## config.mk

```make
export PLATFORM = sky130hd
export DESIGN_NAME = mem_port_arbiter
export DESIGN_NICKNAME = d
export VERILOG_FILES = /design/src/rtl/mem_arb_pkg.sv /design/src/rtl/mem_port_arbiter_rr_picker.sv /design/src/rtl/mem_port_arbiter.sv
export SDC_FILE = /design/constraint.sdc
export NUM_CORES = 1
export LEC_CHECK = 0
export BUFFER_PORTS_ARGS = -buffer_cell sky130_fd_sc_hd__buf_2
export CAP_MARGIN = 20
export CELL_PAD_IN_SITES_DETAIL_PLACEMENT = 1
export CELL_PAD_IN_SITES_GLOBAL_PLACEMENT = 2
export CORE_UTILIZATION = 16
export CTS_BUF_LIST = sky130_fd_sc_hd__clkbuf_8
export CTS_CLUSTER_SIZE = 20
export DETAILED_ROUTE_END_ITERATION = 10
export GPL_TIMING_DRIVEN = 0
export PLACE_DENSITY = 0.86
export SYNTH_ARGS = -nofsm -noshare
export SYNTH_HDL_FRONTEND = slang
export SYNTH_SLANG_ARGS = --single-unit
```

## constraint.sdc

```tcl
create_clock -name clk -period 1.9 [get_ports clk]
set_input_delay 0.38 -clock clk [delete_from_list [all_inputs] [get_ports clk]]
set_output_delay 0.38 -clock clk [all_outputs]
set_load 0.01 [all_outputs]
```

## src/rtl/mem_arb_pkg.sv

```systemverilog
// Shared types and helpers for the BRAM read-port arbiter.
// Lock state encoding, requester id width and one-hot decode.
package mem_arb_pkg;

    localparam int MAX_REQ = 32;

    typedef enum logic {
        UNLOCKED = 1'b0,
        LOCKED   = 1'b1
    } lock_state_e;

    function automatic int id_width(input int n);
        return (n > 1) ? $clog2(n) : 1;
    endfunction

    function automatic int onehot_to_idx(input logic [MAX_REQ-1:0] oh);
        int idx;
        idx = 0;
        for (int i = 0; i < MAX_REQ; i++) begin
            if (oh[i]) idx = i;
        end
        return idx;
    endfunction

endpackage

```

## src/rtl/mem_port_arbiter_rr_picker.sv

```systemverilog
// Combinational picker: rotating priority from ptr, or lowest index
// when MEM_ARB_FIXED_PRIO_EN is defined. Only mask-enabled requests count.
module rr_picker #(
    parameter int N_REQ = 2,
    parameter int ID_W  = 1
) (
    input  logic [N_REQ-1:0] req,
    input  logic [ID_W-1:0]  ptr,
    input  logic [N_REQ-1:0] mask,
    output logic [N_REQ-1:0] grant
);

    logic [N_REQ-1:0] cand;

    assign cand = req & mask;

`ifdef MEM_ARB_FIXED_PRIO_EN
    logic unused_ptr;
    assign unused_ptr = ^ptr;

    // Lowest set bit wins.
    always_comb begin
        grant = cand & (~cand + N_REQ'(1));
    end
`else
    logic [2*N_REQ-1:0] rot_dbl;
    logic [2*N_REQ-1:0] back_dbl;
    logic [N_REQ-1:0]   rot;
    logic [N_REQ-1:0]   first;

    // Rotate so ptr sits at bit 0, take lowest set bit, rotate back.
    always_comb begin
        rot_dbl  = {cand, cand} >> ptr;
        rot      = rot_dbl[N_REQ-1:0];
        first    = rot & (~rot + N_REQ'(1));
        back_dbl = {first, first} << ptr;
        grant    = back_dbl[2*N_REQ-1:N_REQ];
    end
`endif

endmodule

```

## src/rtl/mem_port_arbiter.sv

```systemverilog
// One BRAM read port shared by N_REQ requesters, with burst lock and timeout.
// Define MEM_ARB_FIXED_PRIO_EN for fixed priority instead of round-robin.
module mem_port_arbiter
    import mem_arb_pkg::*;
#(
    parameter int N_REQ    = 2,
    parameter int ADDR_W   = 8,
    parameter int DATA_W   = 64,
    parameter int READ_LAT = 1,
    parameter int LOCK_TO  = 16
) (
    input  logic                    clk,
    input  logic                    rst,
    input  logic [N_REQ-1:0]        req_valid,
    input  logic [N_REQ-1:0]        req_lock,
    input  logic [N_REQ*ADDR_W-1:0] req_addr,
    output logic [N_REQ-1:0]        req_ready,
    output logic [N_REQ-1:0]        resp_valid,
    output logic [DATA_W-1:0]       resp_data,
    output logic                    bram_en,
    output logic [ADDR_W-1:0]       bram_addr,
    input  logic [DATA_W-1:0]       bram_dout,
    output logic                    busy
);

    localparam int ID_W  = id_width(N_REQ);
    localparam int CNT_W = $clog2(LOCK_TO + 1);

    lock_state_e       state, state_n;
    logic [ID_W-1:0]   owner, owner_n;
    logic [CNT_W-1:0]  cnt, cnt_n;
    logic [ID_W-1:0]   ptr;
    logic [ID_W-1:0]   win;
    logic [N_REQ-1:0]  mask;
    logic [N_REQ-1:0]  grant;
    logic              accept;
    logic [ADDR_W-1:0] win_addr;
    logic [ADDR_W-1:0] last_addr;
    logic [READ_LAT-1:0] pv;
    logic [ID_W-1:0]     pid [READ_LAT];

    // While locked only the owner may be picked.
    always_comb begin
        mask = '1;
        if (state == LOCKED) mask = N_REQ'(1) << owner;
    end

    rr_picker #(
        .N_REQ(N_REQ),
        .ID_W (ID_W)
    ) u_pick (
        .req  (req_valid),
        .ptr  (ptr),
        .mask (mask),
        .grant(grant)
    );

    assign accept    = rst & (|grant);
    assign win       = ID_W'(onehot_to_idx(MAX_REQ'(grant)));
    assign win_addr  = req_addr[int'(win)*ADDR_W +: ADDR_W];
    assign req_ready = rst ? grant : '0;
    assign bram_en   = accept;
    assign bram_addr = accept ? win_addr : last_addr;
    assign resp_data = bram_dout;

`ifdef MEM_ARB_FIXED_PRIO_EN
    assign ptr = '0;
`else
    // Pointer moves just past the last winner.
    always_ff @(posedge clk) begin
        if (!rst) begin
            ptr <= '0;
        end else if (accept) begin
            ptr <= (win == ID_W'(N_REQ - 1)) ? '0 : win + ID_W'(1);
        end
    end
`endif

    // Lock next-state: enter on a locked beat, leave on an unlocked owner beat or timeout.
    always_comb begin
        state_n = state;
        owner_n = owner;
        cnt_n   = cnt;
        unique case (state)
            UNLOCKED: begin
                if (accept && req_lock[win]) begin
                    state_n = LOCKED;
                    owner_n = win;
                    cnt_n   = '0;
                end
            end
            LOCKED: begin
                if (accept) begin
                    cnt_n = '0;
                    if (!req_lock[win]) state_n = UNLOCKED;
                end else if (!req_valid[owner]) begin
                    if (cnt == CNT_W'(LOCK_TO - 1)) begin
                        state_n = UNLOCKED;
                        cnt_n   = '0;
                    end else begin
                        cnt_n = cnt + CNT_W'(1);
                    end
                end
            end
            default: ;
        endcase
    end

    // Lock state, owner, timeout counter and last driven address.
    always_ff @(posedge clk) begin
        if (!rst) begin
            state     <= UNLOCKED;
            owner     <= '0;
            cnt       <= '0;
            last_addr <= '0;
        end else begin
            state <= state_n;
            owner <= owner_n;
            cnt   <= cnt_n;
            if (accept) last_addr <= win_addr;
        end
    end

    // Response pipeline tracks which requester each in-flight read belongs to.
    always_ff @(posedge clk) begin
        if (!rst) begin
            for (int k = 0; k < READ_LAT; k++) begin
                pv[k]  <= 1'b0;
                pid[k] <= '0;
            end
        end else begin
            pv[0]  <= accept;
            pid[0] <= win;
            for (int k = 1; k < READ_LAT; k++) begin
                pv[k]  <= pv[k-1];
                pid[k] <= pid[k-1];
            end
        end
    end

    assign resp_valid = (rst && pv[READ_LAT-1]) ? N_REQ'(1) << pid[READ_LAT-1] : '0;
    assign busy       = rst & ((state == LOCKED) | (|pv));

endmodule

```

[After elaboration in Yosys (flattened, before gate mapping)]
Memories as Yosys holds them, arrays and structs flattened.
Cells that the tools add are included.
Storage, ports and cells
  bits in registers: 17
  bits in writable memories: 1
  bits of input ports: 86
  output and inout bits: 78
  word-level logic and storage cells: 58
  memories: 1
Cells by class
  $add $sub $neg: 3
  magnitude comparators: 2
  equality and inequality tests: 3
  shift operators: 5
  mux-type cells: 25
  bitwise gates (word level): 7
  reduce and logical (&&, ||, !) cells: 6
Memories
  pid: words 1, bits a word 1, read ports 1, clocked after memory_dff 0, write ports 1, line mem_port_arbiter.sv:40  | logic [ID_W-1:0] pid [READ_LAT];
Operator list (number)
  $mux W5: 4
  $shiftx A16 B5 Y8: 1
  $mux W1: 15
  $pmux W5 S2: 1
  $mux W8: 1
  $mux W2: 3
  $add A5 B1 Y5 const B: 1
  $eq A5 B4 Y1 const B: 1
  $and A2 B2 Y2: 2
  $lt A1 B2 Y1 const B: 2
  $reduce_and A2 Y1: 2
  $shl A1 B1 Y2 const A: 2
  $shl A4 B1 Y4: 1
  $shr A4 B1 Y2: 1
  $ne A3 B3 Y1 const B: 1
  $add A2 B1 Y2 const B: 1
  $and A1 B1 Y1: 2
  $logic_and A1 B1 Y1: 2
  $ne A2 B2 Y1 const B: 1
  $not A2 Y2: 1
  $pmux W1 S2: 1
  $reduce_or A2 Y1: 1
  $add A1 B1 Y1 const B: 1
  $not A1 Y1: 1
  other kinds (2): 2

[Longest topological paths before layout]
  word-level depth: 14
  depth in mapped cells: 6
  gate-level depth less buffers: 5

[Hierarchy]
From an unflattened synthesis, not the netlist that was laid out.
Unflattened totals
  cells, all modules: 173
  area total of the unflattened synthesis: 1408.9 µm²
Modules (own cells, without submodules)
  mem_port_arbiter: times used 1, cells an instance 170, area an instance 1388.8 µm², seq. area each 360.3 µm²
  rr_picker: times used 1, cells an instance 3, area an instance 20.0 µm², seq. area each 0.0 µm²

[Worst setup path before layout]
No wires, ideal clock.
  path type: input to output
  start point: in req_valid[0]
  end point: out bram_addr[0]
  arrival time: 1322 ps
  data required time: 1520 ps
  path slack: 198 ps
  cell stages on the path: 5
  buffers on the path: 1
  cells stage by stage: or3b_1 nand3_1 buf_4 mux2i_1 o21ai_2
Between the ends
  word-level cells in the longest chain between the ends: 9
  elaborated cells between the ends (all ways): 11
  those cells by class: add/sub (1); shift (3); mux (2); bitwise (4); reduce/logical (1)
RTL lines
  from (decl): line mem_port_arbiter.sv:14  | input logic [N_REQ-1:0] req_valid,
  $and A2 B2 Y2 *: line mem_port_arbiter_rr_picker.sv:15  | assign cand = req & mask;
  $shr A4 B1 Y2 *: line mem_port_arbiter_rr_picker.sv:33  | rot_dbl = {cand, cand} >> ptr;
  $not A2 Y2: line mem_port_arbiter_rr_picker.sv:35  | first = rot & (~rot + N_REQ'(1));
  $add A2 B1 Y2: line mem_port_arbiter_rr_picker.sv:35
  $and A2 B2 Y2 *: line mem_port_arbiter_rr_picker.sv:35
  $shl A4 B1 Y4 *: line mem_port_arbiter_rr_picker.sv:36  | back_dbl = {first, first} << ptr;
  $mux W1 / $reduce_or A2 Y1 (equally long branches): line mem_arb_pkg.sv:20, mem_port_arbiter.sv:58
  $shiftx A16 B5 Y8 / $and A1 B1 Y1 (equally long branches): line mem_port_arbiter.sv:60, mem_port_arbiter.sv:58
  $mux W8 *
  to (decl): line mem_port_arbiter.sv:21  | output logic [ADDR_W-1:0] bram_addr,
Mark *: on every way between the ends. The rest lies on a longest branch, timed or not.

[Worst setup path after layout]
  start point: reg state
  end point: out bram_addr[0]
Between the ends
  word-level cells in the longest chain between the ends: 10
  elaborated cells between the ends (all ways): 12
  those cells by class: add/sub (1); shift (3); mux (3); bitwise (4); reduce/logical (1)
RTL lines
  from (decl): line mem_port_arbiter.sv:29  | lock_state_e state, state_n;
  from (signal assigned): line mem_port_arbiter.sv:117  | state <= state_n;
  $mux W2 *: line mem_port_arbiter.sv:45  | if (state == LOCKED) mask = N_REQ'(1) << owner;
  $and A2 B2 Y2 *: line mem_port_arbiter_rr_picker.sv:15
  $shr A4 B1 Y2 *: line mem_port_arbiter_rr_picker.sv:33
  $not A2 Y2: line mem_port_arbiter_rr_picker.sv:35
  $add A2 B1 Y2: line mem_port_arbiter_rr_picker.sv:35
  $and A2 B2 Y2 *: line mem_port_arbiter_rr_picker.sv:35
  $shl A4 B1 Y4 *: line mem_port_arbiter_rr_picker.sv:36
  $mux W1 / $reduce_or A2 Y1 (equally long branches): line mem_arb_pkg.sv:20, mem_port_arbiter.sv:58
  $shiftx A16 B5 Y8 / $and A1 B1 Y1 (equally long branches): line mem_port_arbiter.sv:60, mem_port_arbiter.sv:58
  $mux W8 *
Marks and branches as above.

==> impl_metrics.json <==
{
  "status": "finished with violations",
  "violations": "negative setup slack",
  "finalMaxSlewViolations": 0,
  "syn_avg_cell_area_um2": 8.23,
  "routed_via_density": 3.81,
  "syn_area_um2": 1460,
  "pwr_density_cell_nw_per_um2": 528,
  "die_w_um": 97.4,
  "cts_root_buf": "clkbuf_8",
  "cp_max_fo": 5,
  "fin_crit_sh": 1.10,
  "ant_nets": 0,
  "nNetsFinal": 373,
  "antenna_found_initial": 0,
  "finalSetupViolCount": 9,
  "cts_tree": "done",
  "worstMarginPinSlew_ns": 0.390,
  "grt_pass1_vias": 1406,
  "finalHoldViolCount": 0,
  "n_fill_cell": 1077,
  "diodes": 0,
  "routedWlPerCell_um": 10.8,
  "boundaryPins": 164,
  "maxCapViolCount": 0,
  "drt_iter0_drc": 34,
  "crit_path_start_kind": "flop",
  "path_clk_slew_ns": 0.07,
  "grt_pass1_wl_um": 6430,
  "critPathCaptureType": "output port",
  "ir_worst_vdd_mv": 0.195,
  "finClkSkew_ns": 0.00435,
  "port_buffers": 99,
  "rsz0062_at_grt": "yes",
  "synthCells": 177,
  "cts_buffer_depth": 2,
  "cts_made_buffers": 3,
  "max_freq_ghz": 0.477,
  "fin_util": 0.265,
  "arrival_ns": 1.72,
  "start_util": 0.166,
  "yosysSeqAreaShare": 0.247,
  "final_area_um2": 2320,
  "synth_area_leaders": "buf_4 (34%), dfxtp_1 (25%), mux2i_1 (5.5%)",
  "use_met2": 0.171,
  "syn_nets": 264,
  "yosysTopAreaCell": "buf_4",
  "synth-seq-cells": 18,
  "dr.pass1.iters": 4,
  "met1_usage": 0.0868,
  "power.leakage_nw": 1.20,
  "htree_levels": 1,
  "dp_hpwl_um": 3520,
  "finalWirelength_um": 4240,
  "grt_max_degree": 11,
  "clock-sinks": 18,
  "top_usage_layer": "met2",
  "die-area_um2": 9490,
  "vias": 1496,
  "coreArea_um2": 8760,
  "drc": 0,
  "min_period_ns": 2.10,
  "area_growth_pct": 59.6,
  "clk_latency_ns": 0.25,
  "path_class": "reg -> out",
  "ys_types": 36,
  "place_area_um2": 2090,
  "fp-row-count": 34,
  "cp.required_ns": 1.52,
  "synth_top_area_frac": 0.335,
  "yosys_warnings": 0,
  "hp-class": "reg -> reg",
  "grt_usage": 0.0834,
  "routabilityCongestion": 0.708,
  "overflow": 0,
  "slew_headroom": 0.737,
  "die_h_um": 97.4,
  "drive_gt1_frac": 0.712,
  "grt_util_met3": 0.0144,
  "timing.final.ws_setup_ns": -0.197
}
[worst max-delay path, cell delays in order (launching register included)]
cell and delay (ns):
dfxtp_4 0.36, or3b_4 0.39, nand3_4 0.11, buf_12 0.15, mux2i_1 0.23, o21ai_2 0.08
buf_2 0.14
[timing repair]
action	CTS	global route
pin swaps	2	0
buffers inserted	4	1
gates resized for setup	24	10
endpoints found under the setup margin	10	10
hold endpoints to repair	0	0
gates cloned	1	0
hold buffers	0	0
[layout by cell type, fill, tap and decap left out, drive strengths merged, types with 2 or more instances in the layout]
cell / synthesis / routed
a21oi: 4 / 4
nand2b: 3 / 3
dfxtp: 18 / 18
o21ai: 12 / 12
buf: 68 / 172
mux2i: 8 / 8
a21boi: 2 / 2
nand2: 16 / 16
and2: 9 / 9
nand3: 4 / 4
inv: 5 / 5
o22ai: 3 / 3
nor2: 7 / 7
o21a: 2 / 2
clkbuf: 2 / 6
[sequential cells by signal, indices dropped and copies added (netlist names)]
name and flops:
pv 1, last_addr 8, cnt 5, pid 1, owner 1, ptr 1, state 1
[metrics by stage]
stage / cells / TNS, ns / hold slack (ns) / setup WS, ns / total power [mW]
after global placement: 384 / -1.54 / 0.441 / -0.193 / 0.838
final: 393 / -1.47 / 0.464 / -0.197 / 1.23
after CTS: 393 / -1.77 / 0.463 / -0.246 / 1.24
after detailed placement: 384 / -1.84 / 0.459 / -0.242 / 0.851
after floorplan: 177 / 0 / 0.422 / 0.198 / 0.697
after global routing: 393 / -2.09 / 0.489 / -0.267 / 1.30
[report_power, final]
group	total [mW]	internal, mW	switching, mW
clock	0.317	0.184	0.133
combinational	0.500	0.275	0.225
sequential	0.409	0.399	0.0106
total	1.23	0.858	0.368
[path summary, 6_finish.rpt]
kind	from	end	slack [ns]	depth (start not counted)
worst max-delay path	state	bram_addr[0]	-0.20	6
worst min-delay path	cnt[4]	cnt[4]	0.46	2
worst max register to register	state	owner	0.14	6
worst min register to register	cnt[4]	cnt[4]	0.46	2
[logic make-up (layout without fill, tap and decap cells)]
family                   Yosys count  count (layout)  share of synthesized area
AO/OA/AOI/OAI                     30              30                      0.162
multiplexers                       9               9                     0.0627
AND/OR/NAND/NOR                   44              44                      0.156
flip-flops                        18              18                      0.247
adder cells (fa/ha/maj)            1               1                    0.00859
buffers and inverters             75             183                      0.363
[cells in the mapped netlist]
library cell	n
nand2b_4	1
a21oi_2	1
buf_4	65
o21ai_2	8
o21ai_0	1
a31o_1	1
o211a_1	1
a32o_1	1
o311ai_1	1
o21a_1	2
o211ai_1	1
nor3b_1	1
a21oi_1	3
nand2b_1	2
o221ai_2	1
mux2i_1	8
inv_2	1
nand2_1	16
and3_1	1
clkbuf_1	2
and2_1	9
mux2_1	1
or3b_1	1
nand4_1	1
nand3_1	4
buf_2	3
inv_1	4
nor2_1	7
and4b_1	1
o41ai_1	1
o22ai_1	3
ha_1	1
o21ai_1	3
a21boi_0	1
dfxtp_1	18
a21boi_2	1
[area by class of cell]
class / count / area, um2 / share of cell area
multi-input combinational: 84 / 649 / 0.279
tap: 108 / 135 / 0.0581
timing repair buffer: 104 / 566 / 0.243
sequential: 18 / 367 / 0.158
buffer: 70 / 534 / 0.230
inverter: 5 / 18.8 / 0.00807
clock buffer: 4 / 55.1 / 0.0237
[per-layer routing]
layer	part of all wire	wire length, um	up-vias
met5	0	0	-
met4	0.0040	17	0
met3	0.079	334	2
met2	0.55	2340	80
met1	0.37	1550	672
li1	-	-	742
(Power assumes the default switching activity.)
